**src/rtl/mul_scheduler.sv**
```systemverilog
`timescale 1ns/1ps
// mul_scheduler: two-requester round-robin front end for a fixed-latency,
// non-stallable floating-point multiplier, with a result FIFO feeding a
// valid/ready writeback port. Issue credit counts in-flight operations plus
// buffered results, so a returning result always has a FIFO slot.
// Optional feature: define MUL_SCHED_SCOREBOARD_EN to block requests whose
// destination tag still has a pending writeback (busy_mask tracking).
module mul_scheduler #(
    parameter int FIFO_DEPTH = 4
) (
    input  logic        clk,
    input  logic        nrst,
    input  logic        req0,
    input  logic        req1,
    input  logic [31:0] op0_a,
    input  logic [31:0] op0_b,
    input  logic [31:0] op1_a,
    input  logic [31:0] op1_b,
    input  logic [3:0]  dest0,
    input  logic [3:0]  dest1,
    output logic        gnt0,
    output logic        gnt1,
    output logic        mulEna,
    output logic [31:0] operand1,
    output logic [31:0] operand2,
    output logic [3:0]  in_dest,
    input  logic        done,
    input  logic [31:0] result,
    input  logic [3:0]  out_dest,
    output logic        wb_valid,
    output logic [31:0] wb_data,
    output logic [3:0]  wb_dest,
    input  logic        wb_ready,
    output logic [15:0] busy_mask
);

    localparam int PW = $clog2(FIFO_DEPTH);
    localparam int CW = PW + 1;
    localparam logic [CW:0] DEPTH_V = (CW+1)'(FIFO_DEPTH);

    logic              r_rr_ptr;     // 0: requester 0 preferred
    logic [CW-1:0]     r_inflight;   // operations inside the multiplier
    logic [CW-1:0]     r_count;      // FIFO occupancy
    logic [PW-1:0]     r_wr_ptr;
    logic [PW-1:0]     r_rd_ptr;
    logic [35:0]       r_mem [FIFO_DEPTH];
    logic [31:0]       r_op1;
    logic [31:0]       r_op2;
    logic [3:0]        r_dest;

    logic              w_pop;
    logic              w_push;
    logic              w_grant;
    logic              w_credit;
    logic [CW:0]       w_outstanding;
    logic              w_blk0;
    logic              w_blk1;
    logic              w_elig0;
    logic              w_elig1;
    logic [35:0]       w_head;

    assign wb_valid      = (r_count != '0);
    assign w_pop         = wb_valid & wb_ready;
    // A done with nothing in flight is a leftover from before reset.
    assign w_push        = done & (r_inflight != '0);
    assign w_outstanding = {1'b0, r_inflight} + {1'b0, r_count};
    // A pop in the same cycle frees a slot, so a full pipeline can still issue.
    assign w_credit      = (w_outstanding < DEPTH_V) | w_pop;
    assign w_head        = r_mem[r_rd_ptr];
    assign wb_data       = wb_valid ? w_head[31:0]  : 32'd0;
    assign wb_dest       = wb_valid ? w_head[35:32] : 4'd0;

`ifdef MUL_SCHED_SCOREBOARD_EN
    logic [15:0] r_busy;
    assign w_blk0    = r_busy[dest0];
    assign w_blk1    = r_busy[dest1];
    assign busy_mask = r_busy;

    // Pending-write flags: clear on the popped tag, then set the granted tag (set wins).
    always_ff @(posedge clk or negedge nrst) begin
        if (!nrst) begin
            r_busy <= '0;
        end else begin
            r_busy <= (r_busy & ~(w_pop ? (16'd1 << wb_dest) : 16'd0))
                      | (w_grant ? (16'd1 << in_dest) : 16'd0);
        end
    end
`else
    assign w_blk0    = 1'b0;
    assign w_blk1    = 1'b0;
    assign busy_mask = 16'd0;
`endif

    // nrst gates eligibility so grants drop the instant reset asserts.
    assign w_elig0 = nrst & req0 & w_credit & ~w_blk0;
    assign w_elig1 = nrst & req1 & w_credit & ~w_blk1;
    assign w_grant = gnt0 | gnt1;

    // Round-robin arbitration and combinational issue to the multiplier.
    always_comb begin
        gnt0     = 1'b0;
        gnt1     = 1'b0;
        mulEna   = 1'b0;
        operand1 = r_op1;
        operand2 = r_op2;
        in_dest  = r_dest;
        if (w_elig0 && w_elig1) begin
            gnt0 = ~r_rr_ptr;
            gnt1 = r_rr_ptr;
        end else begin
            gnt0 = w_elig0;
            gnt1 = w_elig1;
        end
        if (gnt0) begin
            mulEna   = 1'b1;
            operand1 = op0_a;
            operand2 = op0_b;
            in_dest  = dest0;
        end else if (gnt1) begin
            mulEna   = 1'b1;
            operand1 = op1_a;
            operand2 = op1_b;
            in_dest  = dest1;
        end
    end

    // Control state: arbitration pointer, credit counters, FIFO pointers, held operands.
    always_ff @(posedge clk or negedge nrst) begin
        if (!nrst) begin
            r_rr_ptr   <= 1'b0;
            r_inflight <= '0;
            r_count    <= '0;
            r_wr_ptr   <= '0;
            r_rd_ptr   <= '0;
            r_op1      <= '0;
            r_op2      <= '0;
            r_dest     <= '0;
        end else begin
            if (w_grant) begin
                r_rr_ptr <= gnt0;
                r_op1    <= operand1;
                r_op2    <= operand2;
                r_dest   <= in_dest;
            end
            r_inflight <= r_inflight + CW'(w_grant) - CW'(w_push);
            r_count    <= r_count + CW'(w_push) - CW'(w_pop);
            if (w_push) r_wr_ptr <= r_wr_ptr + 1'b1;
            if (w_pop)  r_rd_ptr <= r_rd_ptr + 1'b1;
        end
    end

    // Result storage; contents only become visible through the occupancy count.
    always_ff @(posedge clk) begin
        if (w_push) r_mem[r_wr_ptr] <= {out_dest, result};
    end

endmodule

```
**config.mk**
```make
export PLATFORM = sky130hd
export DESIGN_NAME = mul_scheduler
export DESIGN_NICKNAME = d
export VERILOG_FILES = /design/src/rtl/mul_scheduler.sv
export SDC_FILE = /design/constraint.sdc
export NUM_CORES = 1
export LEC_CHECK = 0
export ABC_AREA = 1
export ABC_CLOCK_PERIOD_IN_PS = 3700
export CAP_MARGIN = 25
export CORE_AREA = 2 2 182 184
export DETAILED_ROUTE_END_ITERATION = 8
export DIE_AREA = 0 0 184 186
export RECOVER_POWER = 100
export SLEW_MARGIN = 30
export SYNTH_ARGS = -nofsm -noshare
export SYNTH_HDL_FRONTEND = slang
export SYNTH_SLANG_ARGS = --single-unit
```
**constraint.sdc**
```tcl
create_clock -name clk -period 3.7 [get_ports clk]
set_input_delay 0.925 -clock clk [delete_from_list [all_inputs] [get_ports clk]]
set_output_delay 0.925 -clock clk [all_outputs]
set_load 0.1 [all_outputs]
```
==> reports/results.env, run 1 <==
STATUS='complete, but fails checks'
FAILING_CHECKS='max-capacitance violations, max-slew violations'
ANTENNA_FOUND_INITIAL=0
NUMCTSBUFFERS=25
ROUTABILITY_CONGESTION_ESTIMATE_FROM_GLOBAL_PLACEMENT=0.807
SYNTH.AREA.TOP_CELLS='sky130_fd_sc_hd__edfxtp_1, sky130_fd_sc_hd__dfrtp_1, sky130_fd_sc_hd__nand3_1'
SETUP_VIOLATIONS=0
GR-USAGE-ALL-LAYERS=0.165
AREA_INSIDE_THE_CORE_BOUNDARY_SQ_UM=32200
REQUIRED_NS=2.77
ROUTE.DETAILED.VIAS_PER_INST=4.85
TNS_NS=0
DIEAREA_SQ_UM=34200
PIN_COUNT=302
ANT_NETS=0
REGTOREGSTARTPOINT='r_inflight[1]$_DFF_PN0_'
CLOCK-SINKS=223
SYNTH_TOP_CELL_AREA_SHARE=0.440
SYNTH.AREA.MUX_SHARE=0
CRITICAL_PATH_ARRIVAL_NS=2.68
DETAILED_PLACE_HPWL_UM=19300
CTS_TREE='yes'
WORST_CLOCK_SKEW_NS=0.00807
FF2FF_SETUP_SLACK_NS=0.42
SYNTHTOPCELLSBYCOUNT='sky130_fd_sc_hd__nand3_1, sky130_fd_sc_hd__nor2_1, sky130_fd_sc_hd__edfxtp_1'
WORST-R2R-CELL-COUNT=7
SYNTH-SEQ-CELLS=223
DETAILROUTE.VIA_COUNT=8060
WORSTSETUPENDPOINTTYPE='output pin'
NUMBER_OF_ITERATIONS_IN_THE_FIRST_DETAILED_ROUTING_PASS=5
SYNTHARSTFLOPSHARE=0.354
DIE_W_UM=184
GRT-OVFL-TOTAL=0
R2R_END='r_inflight[2]$_DFF_PN0_'
GRT_PASS1_WL_UM=43500
HOLD_PATH_CLASS='in2async'
SYNTH_XOR_XNOR_AREA_SHARE=0.00535
SYNTH_TOP_CELL_BY_AREA='sky130_fd_sc_hd__edfxtp_1'
WORST_PIN_SLEW_NS=2.01
IO_BUFFERS=285
TIMING.FINAL.CRIT_SHARE=0.976
YS_DOMINANT_REG_CELL='sky130_fd_sc_hd__edfxtp_1'
INITIAL_CORE_UTILIZATION=0.305
CLOCK_TREE.ROOT_CELL='sky130_fd_sc_hd__clkbuf_16'
FP-ROW-COUNT=66
CTS_BUFFER_DEPTH=3
LAYOUT-DRIVE-GT1-SHARE=0.147
PATH_MAX_FANOUT=11
CRITICALPATHCATEGORY='in2out'
FIRST_GLOBAL_VIAS=7905
NETS=1426
SYNTH_CELLS=959
FIRST_ITER_VIOLATIONS=373
PATH_CLK_SLEW_NS=0.06
SYNTHSIMPLEGATEAREAFRAC=0.230
SYNTH.CELL_AREA_SQ_UM=9830
CTS_HOLD_BUFFERS=0
DIE_Y_UM=186
FINALWORSTPATHREQUIREDPERIOD_NS=3.61
MAXSLEWHEADROOM=-0.340
FINAL-HOLD-VIOLATION-COUNT=0
WL_UM=29000
DRC=0
ACHIEVABLE-FREQUENCY_MHz=277
NETLIST-CELL-TYPE-COUNT=26
LARGEST_FAMILY_OF_LOGIC_CELLS_BY_SYNTHESIZED_AREA='simple AND/OR/NAND/NOR gates'
FIN_HOLD_WS_NS=0.192
AREA_GROWTH_PCT=44.8
SYNTH_ADDER_AREA_SHARE=0.0168
SYNTH_AREA_IN_COMPOUND_GATES=0.0586
NUMBER_OF_ENABLE_TYPE_REGISTER_CELLS_IN_THE_SYNTHESIZED_NETLIST=144
GRT_SETUP_UNREPAIRED='false'
ROUTE.DETAILED.WL_PER_INST_UM=17.5
START_KIND='input pin'
CAP_VIOLATIONS=2
YOSYSSEQAREASHARE=0.641
YOSYS.CELL_COUNT.TOP_TYPE='sky130_fd_sc_hd__nand3_1'
HTREE_NUM_LEVELS=1
WORSTSKEWPAIRLATENCY_NS=0.53
AVGSYNTHCELLAREA_SQ_UM=10.2
FINAL_MAX_SLEW_VIOL_COUNT=84
GRT_START_MAX_NET_PINS=76
SYNTH_WARNINGS=0
-- how the worst max path moves through the flow --
stage | depth (start not counted) | endpoint | from
2_1_floorplan | 5 | wb_data[10] | r_count[1]$_DFF_PN0_
3_3_place_gp | 9 | operand1[28] | req0
3_5_place_dp | 9 | operand1[21] | req0
4_1_cts | 9 | operand1[21] | req0
5_1_grt | 5 | wb_data[10] | r_rd_ptr[0]$_DFFE_PN0P_
6_report | 10 | operand1[28] | req0
-- stage by stage --
step | area [sq um] | utilization | setup WS, ns | cells
after floorplan | 9890 | - | -0.522 | 974
after global placement | 14300 | 0.443 | 0.0761 | 1614
after detailed placement | 14300 | 0.443 | 0.0817 | 1614
after CTS | 15200 | 0.471 | 0.0819 | 1659
after global routing | 14200 | 0.442 | 0.0133 | 1662
final | 14200 | 0.442 | 0.0906 | 1663
-- cell type report --
| type | count | area, sq um |
|---|---|---|
| fillers | 3065 | 18000 |
| clock buffers | 29 | 641 |
| repair buffers | 312 | 3260 |
| diodes | 1 | 2.50 |
| clock inverters | 16 | 279 |
| inverters | 21 | 78.8 |
| flip-flops and latches | 223 | 6300 |
| well taps | 408 | 510 |
| multi-input cells | 653 | 3160 |
-- kinds of logic after synthesis --
kind of cell / count (synthesis)
compound gates: 112
xor+xnor: 6
fa+ha+maj: 12
buf+inv: 98
flops: 223
other cells: 1
simple gates: 507
-- critical path, stage by stage --
cell,delay [ns]
sky130_fd_sc_hd__clkdlybuf4s50_1,0.48
sky130_fd_sc_hd__nand2_1,0.11
sky130_fd_sc_hd__nor2_2,0.15
sky130_fd_sc_hd__nor2_4,0.07
sky130_fd_sc_hd__o21ai_4,0.16
sky130_fd_sc_hd__buf_12,0.15
sky130_fd_sc_hd__buf_12,0.14
sky130_fd_sc_hd__nand2_1,0.07
sky130_fd_sc_hd__nand3_1,0.12
sky130_fd_sc_hd__buf_4,0.31
-- registers in the layout (all words and copies together) (netlist names) --
signal and flops:
r_mem 144, r_op1 32, r_op2 32, r_dest 4, r_count 3, r_inflight 3, r_rd_ptr 2, r_wr_ptr 2
r_rr_ptr 1
-- routing by layer --
metal	up-vias	track usage	part of all wire
li1	3895	-	-
met4	0	0.0435	0.028
met3	39	0.0655	0.11
met2	293	0.282	0.48
met5	-	0	0
met1	3833	0.194	0.39
-- placed cells by master (no fill, tap or decap) --
cell,Yosys,routed
sky130_fd_sc_hd__and2_0,0,1
sky130_fd_sc_hd__diode_2,0,1
sky130_fd_sc_hd__o21ai_4,0,1
sky130_fd_sc_hd__o21ai_0,63,63
sky130_fd_sc_hd__a21oi_4,0,1
sky130_fd_sc_hd__xor2_1,3,3
sky130_fd_sc_hd__xnor2_1,3,3
sky130_fd_sc_hd__inv_16,0,1
sky130_fd_sc_hd__nor2_4,1,5
sky130_fd_sc_hd__nand2_1,76,76
sky130_fd_sc_hd__clkinv_2,0,2
sky130_fd_sc_hd__buf_6,0,52
sky130_fd_sc_hd__clkinv_1,2,4
sky130_fd_sc_hd__ha_1,10,10
sky130_fd_sc_hd__clkbuf_2,0,8
sky130_fd_sc_hd__o21ai_1,10,10
sky130_fd_sc_hd__dfrtp_2,0,1
sky130_fd_sc_hd__nor2_1,154,149
sky130_fd_sc_hd__clkbuf_1,18,5
sky130_fd_sc_hd__bufinv_16,0,7
sky130_fd_sc_hd__clkbuf_4,0,25
sky130_fd_sc_hd__dfrtp_1,79,78
sky130_fd_sc_hd__fa_1,2,2
sky130_fd_sc_hd__inv_1,18,19
sky130_fd_sc_hd__clkbuf_16,0,27
sky130_fd_sc_hd__a21oi_1,36,36
sky130_fd_sc_hd__buf_4,17,26
sky130_fd_sc_hd__nor2_2,0,1
sky130_fd_sc_hd__o31ai_1,0,1
sky130_fd_sc_hd__dlygate4sd3_1,0,36
sky130_fd_sc_hd__nand3_1,274,274
sky130_fd_sc_hd__edfxtp_1,144,144
sky130_fd_sc_hd__clkinvlp_4,0,3
sky130_fd_sc_hd__clkdlybuf4s50_1,0,140
sky130_fd_sc_hd__clkinv_4,0,1
sky130_fd_sc_hd__conb_1,1,16
sky130_fd_sc_hd__buf_12,0,22
sky130_fd_sc_hd__nand2_4,0,1
-- repair_timing --
item	CTS	global route
buffers inserted	0	1
resized for setup	0	3
endpoints found under the setup margin	0	3
hold endpoints to repair	0	0
Power of run 1 is not shown: default switching activity piles up to over one toggle a cycle in this logic, so the estimate is an artifact.
==> run 2: changes to the inputs <==
- ABC_AREA: 1 -> 0
- CORE_AREA: 2 2 182 184 -> 2 2 184 186
- DIE_AREA: 0 0 184 186 -> 0 0 186 188
- GPL_TIMING_DRIVEN: not set -> 0
==> run 2 against run 1 <==
Effect of this change: the flow still finishes with violations (max-capacitance violations, max-slew violations); via count down 1.8%; synthesized cell count shrank 25%; wire length grew 16%; clock-buffer cell count is 1 lower; highest routed layer unchanged; non-clock buffer count is 74 higher.
==> reports/results.env, run 2 <==
DIE_Y_UM=188  # +1.1%
CAP_VIOLATIONS=1  # -1
R2R_END='r_inflight[2]$_DFF_PN0_'
YS_DOMINANT_REG_CELL='sky130_fd_sc_hd__edfxtp_1'
DIEAREA_SQ_UM=35000  # +2.2%
SYNTHTOPCELLSBYCOUNT='sky130_fd_sc_hd__edfxtp_1, sky130_fd_sc_hd__o22ai_1, sky130_fd_sc_hd__dfrtp_1'
GRT_SETUP_UNREPAIRED='true'
STATUS='complete, but fails checks'
CP-STARTPOINT='r_count[2]$_DFF_PN0_'
FP-ROW-COUNT=67  # +1.5%
ANTENNA_FOUND_INITIAL=4  # +4
FIRST_GLOBAL_VIAS=8158  # +3.2%
IO_BUFFERS=284  # -0.35%
FIRST_ITER_VIOLATIONS=410  # +9.9%
ROUTABILITY_CONGESTION_ESTIMATE_FROM_GLOBAL_PLACEMENT=0.817  # +1.2%
SYNTHSIMPLEGATEAREAFRAC=0.0350  # -0.195
FINAL-HOLD-VIOLATION-COUNT=0  # unchanged
ANT_NETS=0  # unchanged
MOST-COMMON-LAYOUT-CELLS='sky130_fd_sc_hd__edfxtp_1, sky130_fd_sc_hd__clkdlybuf4s50_1, sky130_fd_sc_hd__o22ai_1'
YOSYSSEQAREASHARE=0.626  # -0.0152
ROUTE.DETAILED.WL_PER_INST_UM=22.0  # +26%
REGTOREGSTARTPOINT='r_count[2]$_DFF_PN0_'
NUMBER_OF_ENABLE_TYPE_REGISTER_CELLS_IN_THE_SYNTHESIZED_NETLIST=144  # unchanged
WL_UM=33600  # +16%
START_KIND='flop'
LARGEST_REGISTER='r_mem'
CLOCK-SINKS=223  # unchanged
SYNTH.AREA.TOP_CELLS='sky130_fd_sc_hd__edfxtp_1, sky130_fd_sc_hd__dfrtp_1, sky130_fd_sc_hd__o22ai_1'
CRITICAL_PATH_ARRIVAL_NS=2.71  # +0.03 ns
LARGEST_REGISTER_FFS=144  # unchanged
NUMCTSBUFFERS=26  # +4.0%
CLOCK_TREE.ROOT_CELL='sky130_fd_sc_hd__clkbuf_16'
NUMBER_OF_ITERATIONS_IN_THE_FIRST_DETAILED_ROUTING_PASS=4  # -1
CTS_BUFFER_DEPTH=3  # unchanged
SYNTH_WARNINGS=0  # unchanged
WORST_CLOCK_SKEW_NS=0.0149  # +0.00686 ns
CRIT_END='operand1[13]'
PATH_MAX_FANOUT=10  # -1
SYNTH_ADDER_AREA_SHARE=0.0164  # -0.000399
AREA_INSIDE_THE_CORE_BOUNDARY_SQ_UM=33100  # +2.8%
LARGEST_FAMILY_OF_LOGIC_CELLS_BY_SYNTHESIZED_AREA='compound AO/OA/AOI/OAI gates'
LAYOUT-DRIVE-GT1-SHARE=0.310  # +0.163
SYNTH_XOR_XNOR_AREA_SHARE=0.00609  # +0.000743
SETUP_VIOLATIONS=0  # unchanged
INITIAL_CORE_UTILIZATION=0.304  # -0.00114
TIMING.FINAL.CRIT_SHARE=0.982  # +0.00668
WORST_PIN_SLEW_NS=1.94  # -0.0656 ns
SYNTH_TOP_CELL_AREA_SHARE=0.429  # -0.0104
CTS_TREE='yes'
FINAL_MAX_SLEW_VIOL_COUNT=32  # -62%
LAYOUTNONFILLERINSTCOUNT=1524  # -8.4%
SYNTH_CELLS=720  # -25%
GR-USAGE-ALL-LAYERS=0.189  # +0.0239
NETS=1243  # -13%
HTREE_NUM_LEVELS=1  # unchanged
ROUTE.DETAILED.VIAS_PER_INST=5.20  # +7.2%
WORST-R2R-CELL-COUNT=12  # +5
SYNTH_TOP_CELL_BY_AREA='sky130_fd_sc_hd__edfxtp_1'
DETAILED_PLACE_HPWL_UM=23500  # +22%
WORSTSETUPENDPOINTTYPE='output pin'
DP.CELLS=1468  # -9.0%
PATH_CLK_SLEW_NS=0.06  # about the same
SYNTH.CELL_AREA_SQ_UM=10100  # +2.4%
FINALWORSTPATHREQUIREDPERIOD_NS=3.63  # +0.0247 ns
HOLD_PATH_CLASS='in2async'
GRT_START_MAX_NET_PINS=37  # -51%
GRT_PASS1_WL_UM=50300  # +16%
REQUIRED_NS=2.77  # about the same
DIE_W_UM=186  # +1.1%
YOSYS.CELL_COUNT.TOP_TYPE='sky130_fd_sc_hd__edfxtp_1'
CRITICALPATHCATEGORY='reg2out'
PIN_COUNT=302  # unchanged
LAYOUT_COMMONEST_CELL='sky130_fd_sc_hd__edfxtp_1'
FF2FF_SETUP_SLACK_NS=0.61  # +0.19 ns
ACHIEVABLE-FREQUENCY_MHz=275  # -0.68%
WORSTSKEWPAIRLATENCY_NS=0.53  # about the same
GRT-OVFL-TOTAL=0  # unchanged
FAILING_CHECKS='max-capacitance violations, max-slew violations'
SYNTH.AREA.MUX_SHARE=0.0805  # +0.0805
TOP_REGS='r_mem: 144 flops, r_op1: 32 flops, r_op2: 32 flops'
SYNTH-SEQ-CELLS=223  # unchanged
AREA_GROWTH_PCT=49.5
SYNTH_AREA_IN_COMPOUND_GATES=0.184  # +0.125
CTS_HOLD_BUFFERS=0  # unchanged
DETAILROUTE.VIA_COUNT=7918  # -1.8%
DRC=0  # unchanged
SYNTHARSTFLOPSHARE=0.354  # unchanged
AVGSYNTHCELLAREA_SQ_UM=14.0  # +36%
NETLIST-CELL-TYPE-COUNT=35  # +35%
MAXSLEWHEADROOM=-0.296  # +0.0437
## run 2: worst min path at each step
stage	end	slack, ns	depth (start not counted)
global placement	r_inflight[0]$_DFF_PN0_	0.54	1
CTS	r_op1[3]$_DFFE_PN0P_	0.23	1
finish	r_op1[3]$_DFFE_PN0P_	0.23	1
global route	r_op1[3]$_DFFE_PN0P_	0.21	1
detailed placement	r_inflight[0]$_DFF_PN0_	0.54	1
floorplan	r_inflight[0]$_DFF_PN0_	0.50	1
## run 2: layer usage
metal | track usage | vias to the layer above | part of all wire
met3 | 0.0293 | 52 | 0.053
met5 | 0 | - | 0
li1 | - | 3599 | -
met1 | 0.258 | 4030 | 0.43
met2 | 0.309 | 237 | 0.48
met4 | 0.0615 | 0 | 0.030
## run 2: repair_timing
action                     in CTS  in global routing
resized for setup             609                 59
pin swaps                       2                  2
buffers inserted                4                  1
hold endpoints to repair        0                  0
setup endpoints to repair     108                 95
gates cloned                    2                  0
## run 2: cell type report
cell class,instances,area (sq um)
clock inverter,19,198
clock buffer,28,679
antenna,4,10.0
timing repair buffer,292,2860
inverter,10,37.5
buffer,94,579
multi-input combinational,406,3830
fill,3026,18100
tap,448,561
sequential,223,6300
## run 2: critical path, stage by stage, from the launching register on
cell and delay (ns):
sky130_fd_sc_hd__dfrtp_1 0.44, sky130_fd_sc_hd__ha_1 0.33, sky130_fd_sc_hd__nor4b_4 0.24, sky130_fd_sc_hd__buf_4 0.17
sky130_fd_sc_hd__a32oi_4 0.08, sky130_fd_sc_hd__buf_6 0.20, sky130_fd_sc_hd__buf_4 0.20, sky130_fd_sc_hd__o22ai_2 0.30
sky130_fd_sc_hd__buf_12 0.22
## run 2: kinds of logic after synthesis
| logic type | count (synthesis) |
|---|---|
| other cells | 1 |
| mux | 36 |
| fa+ha+maj | 12 |
| simple gates | 56 |
| flops | 223 |
| xor+xnor | 7 |
| compound gates | 279 |
| buf+inv | 106 |
## run 2: per-stage QoR
step	TNS, ns	hold slack (ns)	area (sq um)	util	worst slack [ns]
floorplan	-11.52	0.501	10600	-	-0.562
global placement	-688.38	0.535	14000	0.422	-4.66
detailed placement	-111.80	0.539	14000	0.422	-1.90
CTS	-0.384	0.227	15000	0.453	-0.0548
global route	-0.0203	0.214	15100	0.455	-0.0168
finish	0	0.226	15100	0.455	0.0659
Power of run 2 is left out for the same reason.
==> run 3: changes to the inputs <==
- ABC_CLOCK_PERIOD_IN_PS: 3700 -> 4650
- CORE_AREA: 2 2 184 186 -> 2 2 144 146
- DIE_AREA: 0 0 186 188 -> 0 0 146 148
- PLACE_DENSITY: not set -> 0.85
- TNS_END_PERCENT: not set -> 30
- clock period: 3.7 -> 4.65 ns (I/O delays scaled with it)
==> run 3 against run 2 <==
Effect of this change: sequential share of layout area rose by 2.9 points; wire length fell by 9.3%; first-iteration DRC count is 55% higher; setup slack got worse by 0.023 ns; clock-buffer cell count grew 3; the flow now finishes without violations; final cell count fell by 12%; core utilization grew 25 points; worst hold slack improved by 0.28 ns; via count rose by 1.8%; critical path depth shrank 1; non-clock buffer count stayed put; global-route usage is 8.3 points higher.
==> reports/results.env, run 3 (synthesis gave the netlist of run 2 again) <==
GR-USAGE-ALL-LAYERS=0.272  # +0.0827
FINAL_MAX_SLEW_VIOL_COUNT=0  # -100%
START_KIND='input pin'
DP.CELLS=1294  # -12%
FIRST_GLOBAL_VIAS=8077  # -0.99%
DIEAREA_SQ_UM=21600  # -38%
GLOBALROUTEMET1UTIL=0.357  # +0.0989
HTREE_NUM_LEVELS=1  # unchanged
DIE_Y_UM=148  # -21%
FINAL-HOLD-VIOLATION-COUNT=0  # unchanged
WORSTSETUPENDPOINTTYPE='output pin'
LARGEST_REGISTER='r_mem'
NUMBER_OF_ITERATIONS_IN_THE_FIRST_DETAILED_ROUTING_PASS=7  # +3
PATH_CLK_SLEW_NS=0.06  # about the same
POST-ROUTE-WORST-SETUP-SLACK_NS=0.0425  # -0.0234 ns
GRT-OVFL-TOTAL=0  # unchanged
DETAILED_PLACE_HPWL_UM=21900  # -7.0%
GRT_USE_MET2=0.449  # +0.140
GLOBAL_ROUTE.PEAK_USAGE_LAYER='met2'
DRC=0  # unchanged
LAYOUT-DRIVE-GT1-SHARE=0.210  # -0.0992
CRIT_SLOWEST_CELL='sky130_fd_sc_hd__clkdlybuf4s50_1'
CLOCK-SINKS=223  # unchanged
WORST_PIN_SLEW_NS=1.03  # -0.915 ns
HOLD_PATH_CLASS='in2async'
GRT_MET3_USAGE=0.0534  # +0.0241
FILLER_CELL_COUNT=1440  # -52%
CTS_BUFFER_DEPTH=3  # unchanged
SETUP_VIOLATIONS=0  # unchanged
PIN_COUNT=302  # unchanged
PLACE_WORST_SETUP_SLACK_NS=-0.998  # +0.898 ns
POST-ROUTE-UTIL=0.703  # +0.249
AREA_GROWTH_PCT=40.0
DETAILROUTE.VIA_COUNT=8063  # +1.8%
LARGEST_REGISTER_FFS=144  # unchanged
GRT_PASS1_WL_UM=45600  # -9.3%
ROUTABILITY_CONGESTION_ESTIMATE_FROM_GLOBAL_PLACEMENT=0.880  # +7.7%
WORST_PATH_MOST_REPEATED_CELL='sky130_fd_sc_hd__buf_2'
CTS_TREE='yes'
ROUTE.DETAILED.VIAS_PER_INST=6.02  # +16%
AREA_INSIDE_THE_CORE_BOUNDARY_SQ_UM=20000  # -39%
MOST-COMMON-LAYOUT-CELLS='sky130_fd_sc_hd__clkdlybuf4s50_1, sky130_fd_sc_hd__edfxtp_1, sky130_fd_sc_hd__o22ai_1'
FIRST_ITER_VIOLATIONS=635  # +55%
ANT_NETS=0  # unchanged
ACHIEVABLE-FREQUENCY_MHz=217
DIODES=0  # -4
LAYOUT_COMMONEST_CELL='sky130_fd_sc_hd__clkdlybuf4s50_1'
TIMING.CRITICAL_PATH.MAX_DELAY_FAMILY='buffers and inverters'
CRITICALPATHCATEGORY='in2out'
WL_UM=30400  # -9.3%
IO_BUFFERS=284  # unchanged
CRITICAL_PATH_ARRIVAL_NS=3.45  # +0.74 ns
ANTENNA_FOUND_INITIAL=0  # -4
WORST_CLOCK_SKEW_NS=0.00627  # -0.00866 ns
FP-ROW-COUNT=52  # -22%
WORSTSKEWPAIRLATENCY_NS=0.50  # -0.03 ns
ROUTE.DETAILED.WL_PER_INST_UM=22.7  # +3.2%
INITIAL_CORE_UTILIZATION=0.502  # +0.198
CTS_HOLD_BUFFERS=0  # unchanged
LAYOUTNONFILLERINSTCOUNT=1339  # -12%
STATUS='completed'
REQUIRED_NS=3.49  # +0.72 ns
DIE_W_UM=146  # -22%
GRT_START_MAX_NET_PINS=32  # -14%
SEQUENTIAL_CELL_AREA_SQ_UM=6300  # unchanged
GRT_SETUP_UNREPAIRED='true'
AREA_TAKEN_BY_MULTI_INPUT_LOGIC_GATES_SQ_UM=3400  # -11%
FINALWORSTPATHREQUIREDPERIOD_NS=4.61
FIN_HOLD_WS_NS=0.510  # +0.284 ns
NUMCTSBUFFERS=24  # -7.7%
TIMING.FINAL.CRIT_SHARE=0.991
MAXSLEWHEADROOM=0.312  # +0.608
CAP_VIOLATIONS=0  # -1
CLOCK_TREE.ROOT_CELL='sky130_fd_sc_hd__clkbuf_16'
CRIT_CHAIN='clkdlybuf4s50_1, nand2b_1, buf_2, clkbuf_2, a32oi_1, o22ai_1, buf_2'
WORST-PATH-BUF-INV=4  # unchanged
TOP_REGS='r_mem: 144 flops, r_op1: 32 flops, r_op2: 32 flops'
CP_SLOWEST_STAGE_DELAY_NS=0.50  # +0.06 ns
NETS=1241  # -0.16%
PATH_MAX_FANOUT=10  # unchanged
==> run 3: what timing repair did <==
action,CTS,global route
hold endpoints to repair,0,0
pin swaps,1,0
setup buffers,1,0
gates resized for setup,315,55
cloned,1,0
setup endpoints to repair,92,75
==> run 3: worst paths after layout <==
path | start | to | slack (ns) | cells past startpoint
setup reg to reg | r_count[2]$_DFF_PN0_ | r_inflight[2]$_DFF_PN0_ | 1.62 | 11
setup / recovery | req0 | operand2[15] | 0.04 | 7
hold reg to reg | r_inflight[0]$_DFF_PN0_ | r_inflight[0]$_DFF_PN0_ | 0.56 | 1
max in group asynchronous | nrst | r_op2[4]$_DFFE_PN0P_ | 3.56 | 2
hold / removal | nrst | r_op1[13]$_DFFE_PN0P_ | 0.51 | 1
min in group clk | r_inflight[0]$_DFF_PN0_ | r_inflight[0]$_DFF_PN0_ | 0.56 | 1
==> run 3: per-stage QoR <==
stage                     TNS, ns  area, sq um
final                           0        14100
after global routing      -0.0165        14100
after CTS                       0        14100
after detailed placement   -54.83        13500
after global placement    -413.17        13400
after floorplan             -3.27        10200
==> run 3: final cells by class <==
| class | instances | share of cell area |
|---|---|---|
| buffer | 95 | 0.0355 |
| clock buffer | 31 | 0.0460 |
| clock inverter | 13 | 0.00666 |
| inverter | 10 | 0.00266 |
| multi-input combinational | 406 | 0.241 |
| sequential | 223 | 0.447 |
| tap | 270 | 0.0240 |
| timing repair buffer | 291 | 0.197 |
==> run 3: routing by layer <==
| metal | up-vias | wire (um) |
|---|---|---|
| met5 | - | 0 |
| met4 | 0 | 1280 |
| met3 | 84 | 2170 |
| met2 | 391 | 15000 |
| met1 | 4001 | 11900 |
| li1 | 3587 | - |
Power of run 3 is left out for the same reason.
